<file path="config.mk">
export PLATFORM = sky130hd
export DESIGN_NAME = softmax_div_sequencer_flat
export DESIGN_NICKNAME = d
export VERILOG_FILES = /design/src/rtl/softmax_pkg.sv /design/src/rtl/softmax_div_sequencer_if.sv /design/src/rtl/softmax_exp_buf.sv /design/src/rtl/softmax_div_sequencer.sv /design/src/flat_wrapper.sv
export SDC_FILE = /design/constraint.sdc
export NUM_CORES = 1
export LEC_CHECK = 0
export CAP_MARGIN = 25
export CORE_AREA = 2 2 460 279
export CTS_CLUSTER_SIZE = 40
export DETAILED_ROUTE_END_ITERATION = 10
export DIE_AREA = 0 0 462 281
export DONT_BUFFER_PORTS = 1
export HOLD_SLACK_MARGIN = 0.05
export SLEW_MARGIN = 40
export SYNTH_ARGS = -nofsm -noshare
export SYNTH_HDL_FRONTEND = slang
export SYNTH_SLANG_ARGS = --single-unit
</file>
<file path="constraint.sdc">
create_clock -name clk -period 3.8 [get_ports clk]
set_input_delay 0.38 -clock clk [delete_from_list [all_inputs] [get_ports clk]]
set_output_delay 0.38 -clock clk [all_outputs]
set_load 0.03 [all_outputs]
</file>
<file path="src/rtl/softmax_pkg.sv">
// Shared widths, FSM state type and helpers for the softmax divide sequencer.
package softmax_pkg;

    localparam int unsigned EXP_W = 16;    // S5.10 exp value / probability
    localparam int unsigned SUM_W = 24;    // S13.10 accumulated sum

    localparam logic [SUM_W-1:0] SUM_MAX = '1;

    typedef enum logic [2:0] {
        ST_IDLE,
        ST_LOAD,
        ST_ISSUE,
        ST_WAIT,
        ST_OUT
    } state_t;

    // Negative exp values contribute nothing to the distribution.
    function automatic logic [EXP_W-1:0] clamp_neg(input logic [EXP_W-1:0] x);
        return x[EXP_W-1] ? '0 : x;
    endfunction

endpackage

</file>
<file path="src/rtl/softmax_div_sequencer_if.sv">
// Input stream, divider request/response and result stream of the softmax sequencer.
interface softmax_div_sequencer_if;
    import softmax_pkg::*;

    logic               in_valid;
    logic               in_ready;
    logic [EXP_W-1:0]   in_data;
    logic               in_last;

    logic               div_start;
    logic [EXP_W-1:0]   div_num;
    logic [SUM_W-1:0]   div_den;
    logic               div_valid;
    logic [EXP_W-1:0]   div_quot;

    logic               out_valid;
    logic               out_ready;
    logic [EXP_W-1:0]   out_data;
    logic               out_last;

    modport master (
        output in_valid, in_data, in_last, div_valid, div_quot, out_ready,
        input  in_ready, div_start, div_num, div_den, out_valid, out_data, out_last
    );

    modport slave (
        input  in_valid, in_data, in_last, div_valid, div_quot, out_ready,
        output in_ready, div_start, div_num, div_den, out_valid, out_data, out_last
    );

endinterface

</file>
<file path="src/rtl/softmax_exp_buf.sv">
// Single-port element store: synchronous write, combinational read, no reset.
module softmax_exp_buf
    import softmax_pkg::*;
#(
    parameter int unsigned N_MAX = 64,
    parameter int unsigned AW    = $clog2(N_MAX)
) (
    input  logic                clk,
    input  logic                i_we,
    input  logic [AW-1:0]       i_addr,
    input  logic [EXP_W-1:0]    i_wdata,
    output logic [EXP_W-1:0]    o_rdata
);

    logic [EXP_W-1:0] r_mem [N_MAX];

    // Write port.
    always_ff @(posedge clk) begin
        if (i_we) begin
            r_mem[i_addr] <= i_wdata;
        end
    end

    assign o_rdata = r_mem[i_addr];

endmodule

</file>
<file path="src/rtl/softmax_div_sequencer.sv">
// Softmax divide sequencer: buffers a vector of exp values, accumulates their sum,
// then issues one divide per element and streams the quotients out.
// Optional build macro SOFTMAX_SUM_SAT_EN: saturate the sum instead of wrapping.
module softmax_div_sequencer
    import softmax_pkg::*;
#(
    parameter int unsigned N_MAX = 64,
    parameter int unsigned AW    = $clog2(N_MAX)
) (
    input  logic                    clk,
    input  logic                    rst_n,
    softmax_div_sequencer_if.slave  bus,
    output logic                    o_busy,
    output logic                    o_sum_ovf
);

    localparam int unsigned CW     = AW + 1;     // holds len == N_MAX
    localparam int unsigned SUM_EW = SUM_W + 1;  // sum plus carry-out

    state_t             r_state,     w_state_nxt;
    logic [AW-1:0]      r_wr_idx,    w_wr_idx_nxt;
    logic [AW-1:0]      r_rd_idx,    w_rd_idx_nxt;
    logic [CW-1:0]      r_len,       w_len_nxt;
    logic [SUM_W-1:0]   r_sum,       w_sum_nxt;
    logic               r_sum_ovf,   w_sum_ovf_nxt;
    logic [EXP_W-1:0]   r_head,      w_head_nxt;
    logic               r_in_ready,  w_in_ready_nxt;
    logic               r_div_start, w_div_start_nxt;
    logic [EXP_W-1:0]   r_div_num,   w_div_num_nxt;
    logic [SUM_W-1:0]   r_div_den,   w_div_den_nxt;
    logic               r_out_valid, w_out_valid_nxt;
    logic [EXP_W-1:0]   r_out_data,  w_out_data_nxt;
    logic               r_out_last,  w_out_last_nxt;
    logic               r_busy,      w_busy_nxt;

    logic [EXP_W-1:0]   w_elem;
    logic               w_accept;
    logic [AW-1:0]      w_addr;
    logic [EXP_W-1:0]   w_rdata;
    logic [SUM_EW-1:0]  w_sum_add;

    assign w_elem    = clamp_neg(bus.in_data);
    assign w_accept  = bus.in_valid & r_in_ready;
    assign w_sum_add = {1'b0, r_sum} + SUM_EW'(w_elem);
    // The store is read only when leaving OUT, for the element after rd_idx.
    // Element 0 is kept in r_head since the port is busy writing on LOAD exit.
    assign w_addr    = (r_state == ST_OUT) ? (r_rd_idx + AW'(1)) : r_wr_idx;

    softmax_exp_buf #(
        .N_MAX (N_MAX),
        .AW    (AW)
    ) u_buf (
        .clk     (clk),
        .i_we    (w_accept),
        .i_addr  (w_addr),
        .i_wdata (w_elem),
        .o_rdata (w_rdata)
    );

    // State and output registers.
    always_ff @(posedge clk or negedge rst_n) begin
        if (!rst_n) begin
            r_state     <= ST_IDLE;
            r_wr_idx    <= '0;
            r_rd_idx    <= '0;
            r_len       <= '0;
            r_sum       <= '0;
            r_sum_ovf   <= 1'b0;
            r_head      <= '0;
            r_in_ready  <= 1'b0;
            r_div_start <= 1'b0;
            r_div_num   <= '0;
            r_div_den   <= '0;
            r_out_valid <= 1'b0;
            r_out_data  <= '0;
            r_out_last  <= 1'b0;
            r_busy      <= 1'b0;
        end else begin
            r_state     <= w_state_nxt;
            r_wr_idx    <= w_wr_idx_nxt;
            r_rd_idx    <= w_rd_idx_nxt;
            r_len       <= w_len_nxt;
            r_sum       <= w_sum_nxt;
            r_sum_ovf   <= w_sum_ovf_nxt;
            r_head      <= w_head_nxt;
            r_in_ready  <= w_in_ready_nxt;
            r_div_start <= w_div_start_nxt;
            r_div_num   <= w_div_num_nxt;
            r_div_den   <= w_div_den_nxt;
            r_out_valid <= w_out_valid_nxt;
            r_out_data  <= w_out_data_nxt;
            r_out_last  <= w_out_last_nxt;
            r_busy      <= w_busy_nxt;
        end
    end

    // Next-state and next-output logic.
    always_comb begin
        w_state_nxt   = r_state;
        w_wr_idx_nxt  = r_wr_idx;
        w_rd_idx_nxt  = r_rd_idx;
        w_len_nxt     = r_len;
        w_sum_nxt     = r_sum;
        w_sum_ovf_nxt = r_sum_ovf;
        w_head_nxt    = r_head;
        w_div_num_nxt = r_div_num;
        w_div_den_nxt = r_div_den;
        w_out_data_nxt = r_out_data;
        w_out_last_nxt = r_out_last;

        case (r_state)
            ST_IDLE, ST_LOAD: begin
                if (w_accept) begin
                    w_wr_idx_nxt = r_wr_idx + AW'(1);
                    w_sum_nxt    = w_sum_add[SUM_W-1:0];
                    if (w_sum_add[SUM_W]) begin
                        w_sum_ovf_nxt = 1'b1;
`ifdef SOFTMAX_SUM_SAT_EN
                        w_sum_nxt = SUM_MAX;
`endif
                    end
                    if (r_wr_idx == '0) begin
                        w_head_nxt = w_elem;
                    end
                    w_state_nxt = ST_LOAD;
                    if (bus.in_last || (r_wr_idx == AW'(N_MAX - 1))) begin
                        w_state_nxt   = ST_ISSUE;
                        w_rd_idx_nxt  = '0;
                        w_len_nxt     = CW'(r_wr_idx) + CW'(1);
                        w_div_num_nxt = (r_wr_idx == '0) ? w_elem : r_head;
                        w_div_den_nxt = w_sum_nxt;
                    end
                end
            end
            ST_ISSUE: begin
                w_state_nxt = ST_WAIT;
            end
            ST_WAIT: begin
                if (bus.div_valid) begin
                    w_out_data_nxt = bus.div_quot;
                    w_out_last_nxt = (CW'(r_rd_idx) == (r_len - CW'(1)));
                    w_state_nxt    = ST_OUT;
                end
            end
            ST_OUT: begin
                if (bus.out_ready) begin
                    if (r_out_last) begin
                        w_sum_nxt     = '0;
                        w_wr_idx_nxt  = '0;
                        w_sum_ovf_nxt = 1'b0;
                        w_state_nxt   = ST_IDLE;
                    end else begin
                        w_rd_idx_nxt  = r_rd_idx + AW'(1);
                        w_div_num_nxt = w_rdata;
                        w_div_den_nxt = r_sum;
                        w_state_nxt   = ST_ISSUE;
                    end
                end
            end
            default: begin
                w_state_nxt = ST_IDLE;
            end
        endcase

        w_in_ready_nxt  = (w_state_nxt == ST_IDLE) || (w_state_nxt == ST_LOAD);
        w_div_start_nxt = (w_state_nxt == ST_ISSUE);
        w_out_valid_nxt = (w_state_nxt == ST_OUT);
        w_busy_nxt      = (w_state_nxt != ST_IDLE);
    end

    assign bus.in_ready  = r_in_ready;
    assign bus.div_start = r_div_start;
    assign bus.div_num   = r_div_num;
    assign bus.div_den   = r_div_den;
    assign bus.out_valid = r_out_valid;
    assign bus.out_data  = r_out_data;
    assign bus.out_last  = r_out_last;
    assign o_busy        = r_busy;
    assign o_sum_ovf     = r_sum_ovf;

endmodule

</file>
<file path="src/flat_wrapper.sv">
// flat-port wrapper written by rule: the top's interface ports become plain ports
module softmax_div_sequencer_flat import softmax_pkg::*;
#(
    parameter int unsigned N_MAX = 64,
    parameter int unsigned AW    = $clog2(N_MAX)
)
  (clk, rst_n, o_busy, o_sum_ovf, bus_in_valid, bus_in_data, bus_in_last, bus_div_valid, bus_div_quot, bus_out_ready, bus_in_ready, bus_div_start, bus_div_num, bus_div_den, bus_out_valid, bus_out_data, bus_out_last);
  softmax_div_sequencer_if bus_i ();
  input  logic clk;
  input  logic rst_n;
  output logic o_busy;
  output logic o_sum_ovf;
  input wire logic [$bits(bus_i.in_valid)-1:0] bus_in_valid;
  input wire logic [$bits(bus_i.in_data)-1:0] bus_in_data;
  input wire logic [$bits(bus_i.in_last)-1:0] bus_in_last;
  input wire logic [$bits(bus_i.div_valid)-1:0] bus_div_valid;
  input wire logic [$bits(bus_i.div_quot)-1:0] bus_div_quot;
  input wire logic [$bits(bus_i.out_ready)-1:0] bus_out_ready;
  output wire logic [$bits(bus_i.in_ready)-1:0] bus_in_ready;
  output wire logic [$bits(bus_i.div_start)-1:0] bus_div_start;
  output wire logic [$bits(bus_i.div_num)-1:0] bus_div_num;
  output wire logic [$bits(bus_i.div_den)-1:0] bus_div_den;
  output wire logic [$bits(bus_i.out_valid)-1:0] bus_out_valid;
  output wire logic [$bits(bus_i.out_data)-1:0] bus_out_data;
  output wire logic [$bits(bus_i.out_last)-1:0] bus_out_last;
  assign bus_i.in_valid = bus_in_valid;
  assign bus_i.in_data = bus_in_data;
  assign bus_i.in_last = bus_in_last;
  assign bus_i.div_valid = bus_div_valid;
  assign bus_i.div_quot = bus_div_quot;
  assign bus_i.out_ready = bus_out_ready;
  assign bus_in_ready = bus_i.in_ready;
  assign bus_div_start = bus_i.div_start;
  assign bus_div_num = bus_i.div_num;
  assign bus_div_den = bus_i.div_den;
  assign bus_out_valid = bus_i.out_valid;
  assign bus_out_data = bus_i.out_data;
  assign bus_out_last = bus_i.out_last;
  softmax_div_sequencer #(.N_MAX(N_MAX), .AW(AW)) u_core (.clk(clk), .rst_n(rst_n), .bus(bus_i), .o_busy(o_busy), .o_sum_ovf(o_sum_ovf));
endmodule
</file>
==> results of run 1 <==
metal layers:
metal | track usage | up-vias | share of wire
li1 | - | 12487 | -
met1 | 0.3185 | 14380 | 0.46
met2 | 0.2560 | 1497 | 0.39
met3 | 0.06398 | 139 | 0.13
met4 | 0.03880 | 2 | 0.015
met5 | 0 | - | 0.000053
cells by family after synthesis:
logic type               after synthesis  synth area share
AO/OA/AOI/OAI                        371           0.06055
buffers and inverters                229           0.02441
flip-flops                          1084            0.7296
multiplexers                         143           0.03345
AND/OR/NAND/NOR                     1405            0.1401
XOR/XNOR                              30          0.006004
adder cells (fa/ha/maj)               20          0.005889
cells in the mapped netlist, types with 17 or more instances:
library cell and count:
o21ai_0 85, a32oi_1 120, clkbuf_1 90, nor2_1 114
ha_1 19, a21oi_1 23, inv_1 25, nand2_1 845
mux2i_1 122, nand3_1 258, xnor2_1 17, buf_2 83
a31oi_1 61, edfxtp_1 960, dfrtp_1 124, nand2b_1 25
mux2_2 19, nand4_1 92
power breakdown:
group	internal, mW	switching (mW)	leakage (nW)
registers	13.6	1.23	10.3
logic	3.43	7.13	5.81
clock network	5.05	4.47	1.42
total	22.1	12.8	17.5
placed cells by master (no fill, tap or decap), types with 15 or more instances in the layout:
cell type        n
edfxtp_1       960
nand2_1        844
nand3_1        257
buf_4          187
dfrtp_1        124
mux2i_1        122
a32oi_1        120
nor2_1         114
clkbuf_16       96
nand4_1         92
o21ai_0         85
a31oi_1         61
dlygate4sd3_1   36
nand2b_1        24
buf_12          24
a21oi_1         23
mux2_2          19
ha_1            19
xnor2_1         17
inv_2           16
and4_1          16
o2111ai_1       16
o22ai_1         16
clkinv_1        15
clkbuf_1        15
worst min path at each step:
stage	from	cells after the start	slack (ns)	to
finish	bus_in_data[15]	2	0.13	u_core.r_head[6]
CTS	bus_out_ready	2	0.05	u_core.o_sum_ovf
detailed placement	rst_n	0	0.09	u_core.bus.div_start
floorplan	rst_n	0	0.08	u_core.bus.div_den[0]
global route	bus_in_data[5]	2	0.11	u_core.r_head[5]
global placement	rst_n	0	0.09	u_core.bus.div_start
flip-flops by register name (all words and copies together) (netlist names):
signal                count
u_core.r_state            3
u_core.r_len              7
u_core.bus.out_last       1
u_core.u_buf.r_mem      960
u_core.r_head            16
u_core.o_sum_ovf          1
u_core.bus.in_ready       1
u_core.r_wr_idx           6
u_core.r_rd_idx           6
u_core.bus.div_den       24
u_core.bus.div_start      1
u_core.bus.out_valid      1
u_core.o_busy             1
u_core.bus.div_num       16
u_core.bus.out_data      16
u_core.r_sum             24
through the flow:
step,total power [mW],hold WS [ns],instances
5_1_grt,36.32,0.1072,5198
2_1_floorplan,21.24,0.08441,3282
3_5_place_dp,25.41,0.08637,4993
6_report,34.92,0.1285,5200
3_3_place_gp,25.33,0.08666,4990
4_1_cts,34.88,0.05263,5197
worst max-delay path: stages, from the launching register on:
cell and delay [ns]:
dfrtp_1 0.50, ha_1 0.31, xnor2_1 0.21, nor2_1 0.14
a32o_4 0.56, buf_4 0.39, nand3_1 0.13, nand4_1 0.12
o22ai_1 0.09, a31oi_1 0.69, buf_4 0.23, a31oi_1 0.08
final cells by class:
cell class,count,area (um2),area share
multi-input cells,1969,10840,0.2156
repair buffers,253,2328,0.04631
clock inverters,53,452.9,0.009008
clock buffers,114,2500,0.04972
flip-flops and latches,1084,31930,0.6350
inverters,26,97.59,0.001941
well taps,1699,2126,0.04228
diodes,2,5.005,0.00009953
what timing repair did:
action,in CTS,in global routing
hold buffers,37,0
setup endpoints to repair,0,0
endpoints found under the hold margin,154,0
==> results.ini, run 1 <==
[outcome]
outcome = complete, no violations

[sta]
tightestPinTransition_ns = 0.9140
final.setup.tns_ns = 0
setup_violations = 0
hold_viol = 0
rsz0062_at_grt = no
finClkSkew_ns = 0.03447
period_share = 0.9476
layout_setup_ws_ns = 0.1992
fmax_ghz = 0.2777
slew_headroom = 0.3878
period_needed_ns = 3.601
maxSlewViolCount = 0

[placed_design]
placed_area_mm2 = 0.04691
dp.final_hpwl_um = 82300
dpl_worst_slack_ns = 0.3839
gp_congestion = 0.8713
io_buffers = 0

[routing]
drt-pass1-iter-count = 6
drc = 0
dr.first_iter.drc_count = 4021
vias_per_cell = 5.482
drt_wl_total_um = 131300
vias = 28505
ant_nets = 0
wl_per_cell_um = 25.24

[global_routing]
grt_pass1_wl_um = 188500
gr-total-overflow = 0
grt_max_degree = 125
grt_pass1_vias = 25905
grt_util_all_layers = 0.1987
antenna_found_initial = 6

[critical_path]
startpoint = u_core.r_rd_idx[0]
critPathArrivalTime_ns = 4.16
critPathCapture = u_core.bus.div_num[9]
critPathLaunchType = flop
cp-end-kind = flop
path_class = flop to flop
worstPathRequired_ns = 4.36
rr_worst_depth = 11
r2r-start = u_core.r_rd_idx[0]
regToRegSetupSlack_ns = 0.20
cp_max_fo = 24
r2r_end = u_core.bus.div_num[9]

[synthesis]
ys.warnings.count = 0
ys_types = 68
avgSynthCellArea_um2 = 13.34
synth-seq-cells = 1084
syn_area_mm2 = 0.04377
synth_flop_cell = edfxtp_1
synth.largest_area_cell = edfxtp_1
synthCells = 3282
synthTopCellsByArea = edfxtp_1, nand2_1, dfrtp_1
synth-edff-count = 960
post-synth-top-area-fraction = 0.6587
seq_area_frac_synth = 0.7296
async_reset_ff_frac = 0.1144
syn_nets = 3340

[clock_tree]
cts_tree = yes
cts_buffers = 91
cts_buffer_depth = 3
clk_pin_slew_ns = 0.07
cts_setup_buffers = 0
clk_latency_ns = 0.71
htree_levels = 3
cts.sinks = 1084
cts_resized = 0
clockRootBuffer = clkbuf_16

[finish]
layout.nets = 3483
utilization = 0.3999
final_cell_area_mm2 = 0.05028
fillCellCount = 11665
syn_to_final_growth_pct = 14.89
drive_above_1_share = 0.1186

[floorplan]
start_util = 0.3481
dieWidth_um = 462
io_pins = 100
row_count = 101
core_area_mm2 = 0.1257
fp.dieH_um = 281
die-area_mm2 = 0.1298

[power_and_ir_drop]
leakage_nw = 17.53
vdd_drop_max_mv = 0.4112
power_density_mw_per_mm2 = 694.5

[flow_run]
maxCapViolCount = 0

[hold_path]
hold_class = primary input to flop

Power figures use the tool's default switching activity.
==> run 2, diff against run 1 <==
- CTS_BUF_LIST: unset -> sky130_fd_sc_hd__clkbuf_16
==> run 2 against run 1 <==
Compared with the run above:
- first-iteration DRC count is 7.4% higher
- total power is 0.30% lower
- register-to-register slack hardly changed
- clock power is 1% lower
- die area stayed put
- final area hardly changed
- global-route usage hardly changed
- sequential share of layout area hardly changed
- utilization hardly changed
- largest cell class unchanged
- largest power group unchanged
- highest routed layer unchanged
==> results.ini, run 2 (synthesis gave the netlist of run 1 again) <==
[outcome]
outcome = complete, no violations

[critical_path]
cp-end-kind = flop
critPathSlowestCell = a31oi_1
cp_max_fo = 24
crit_path_max_incr_delay_ns = 0.71
path_cells = ha_1, xnor2_1, nor2_1, a32o_4, buf_4, nand3_1, nand4_1, o22ai_1, a31oi_1, buf_4, a31oi_1
critPathArrivalTime_ns = 4.16
critPathLaunchType = flop
path_class = flop to flop
worstPathRequired_ns = 4.36

[sta]
rsz0062_at_grt = no
slew_headroom = 0.3702
fmax_ghz = 0.2777
period_needed_ns = 3.601
setup_violations = 0
layout_setup_ws_ns = 0.1991
hold_viol = 0
finClkSkew_ns = 0.03519
maxSlewViolCount = 0
period_share = 0.9476
final.setup.tns_ns = 0
tightestPinTransition_ns = 0.9403

[placed_design]
dp_cells = 4993
dp.final_hpwl_um = 82300
dpl_worst_slack_ns = 0.3839
gp_congestion = 0.8713
io_buffers = 0

[clock_tree]
clockRootBuffer = clkbuf_16
clk_pin_slew_ns = 0.07
cts_setup_buffers = 0
cts_buffer_depth = 3
clk_latency_ns = 0.71
cts_tree = yes
htree_levels = 3
cts_buffers = 91
cts_resized = 0
cts.sinks = 1084
cts_hold_buf = 37

[global_routing]
grt_pass1_vias = 25912
grt_max_degree = 125
antenna_found_initial = 9
gr-total-overflow = 0
grt_util_all_layers = 0.1987
grt_pass1_wl_um = 188500

[finish]
top_register = u_core.u_buf.r_mem
largest_register_ffs = 960
final_cells = 5198
antenna_cells = 0
drive_above_1_share = 0.1177
mostFrequentLayoutCell = edfxtp_1
layout.nets = 3483
utilization = 0.3996
syn_to_final_growth_pct = 14.81
mostFrequentLayoutCells = edfxtp_1, nand2_1, nand3_1

[routing]
wl_met1_um = 60430
wl_per_cell_um = 25.23
dr_wl_met2_um = 51280
top_layer = met5
drt_wl_total_um = 131100
drc = 0
ant_nets = 0
dr.first_iter.drc_count = 4319
vias_per_cell = 5.469
dr_wl_met3_um = 17340
vias = 28427
drt-pass1-iter-count = 6

[floorplan]
core_area_mm2 = 0.1257
fp.dieH_um = 281
io_pins = 100
start_util = 0.3481
die-area_mm2 = 0.1298
dieWidth_um = 462
row_count = 101

[power_and_ir_drop]
vdd_drop_max_mv = 0.4112
power_frac_seq = 0.426
intPower_mw = 21.99
swShare = 0.3685
power_density_mw_per_mm2 = 692.9
power.net_switching_mw = 12.83
clkPwrFrac = 0.270
combPwrFrac = 0.303
leakage_nw = 17.58

[flow_run]
maxCapViolCount = 0

[hold_path]
hold_class = primary input to flop

run 2: changes by cell type in the layout (fill, tap and decap cells not counted), sizes merged:
cell    change
clkinv      +3
clkbuf     -18
diode       -2
inv        +15
run 2: power groups by stage:
stage	clock network, mW	logic [mW]	registers, mW
6_report	9.41	10.6	14.8
3_3_place_gp	0	10.2	15.1
2_1_floorplan	0	6.44	14.8
5_1_grt	9.97	11.4	14.9
4_1_cts	9.52	10.4	14.8
3_5_place_dp	0	10.3	15.1
run 2: worst paths after layout:
check	slack, ns	cells after the start	start	to
max	0.20	11	u_core.r_rd_idx[0]	u_core.bus.div_num[9]
min reg2reg	0.49	2	u_core.r_head[4]	u_core.r_head[4]
max reg2reg	0.20	11	u_core.r_rd_idx[0]	u_core.bus.div_num[9]
max in group asynchronous	2.89	2	rst_n	u_core.bus.div_num[10]
min in group asynchronous	0.32	2	rst_n	u_core.bus.div_den[7]
min	0.13	2	bus_in_data[5]	u_core.r_head[5]
run 2: routing by layer:
| layer | global-route usage | up-vias |
|---|---|---|
| met5 | 0 | - |
| met3 | 0.06278 | 141 |
| met2 | 0.2561 | 1567 |
| li1 | - | 12486 |
| met1 | 0.3191 | 14231 |
| met4 | 0.03880 | 2 |
run 2: layout make-up:
class / instances / area, um2
Multi-Input combinational cell: 1969 / 10840
Fill cell: 11672 / 75490
Tap cell: 1699 / 2126
Sequential cell: 1084 / 31930
Inverter: 26 / 97.59
Clock buffer: 96 / 2402
Clock inverter: 71 / 520.5
Timing Repair Buffer: 253 / 2328
run 2: per-stage QoR:
stage,hold slack (ns),cell area [um2],power (mW)
floorplan,0.08441,43770,21.24
global placement,0.08666,46840,25.33
detailed placement,0.08637,46910,25.41
CTS,0.05263,50220,34.78
global route,0.1072,50250,36.23
finish,0.1285,50250,34.81
run 2: worst max-delay path, delay by kind of cell, from the launching register on:
kind	cells	cell delay, ns
and+or+nand+nor	3	0.38
AOI/OAI and AO/OA	4	1.44
adders and majority gates	1	0.31
xor gates and xnor gates	1	0.21
DFF	1	0.49
buffers and inverters	2	0.62
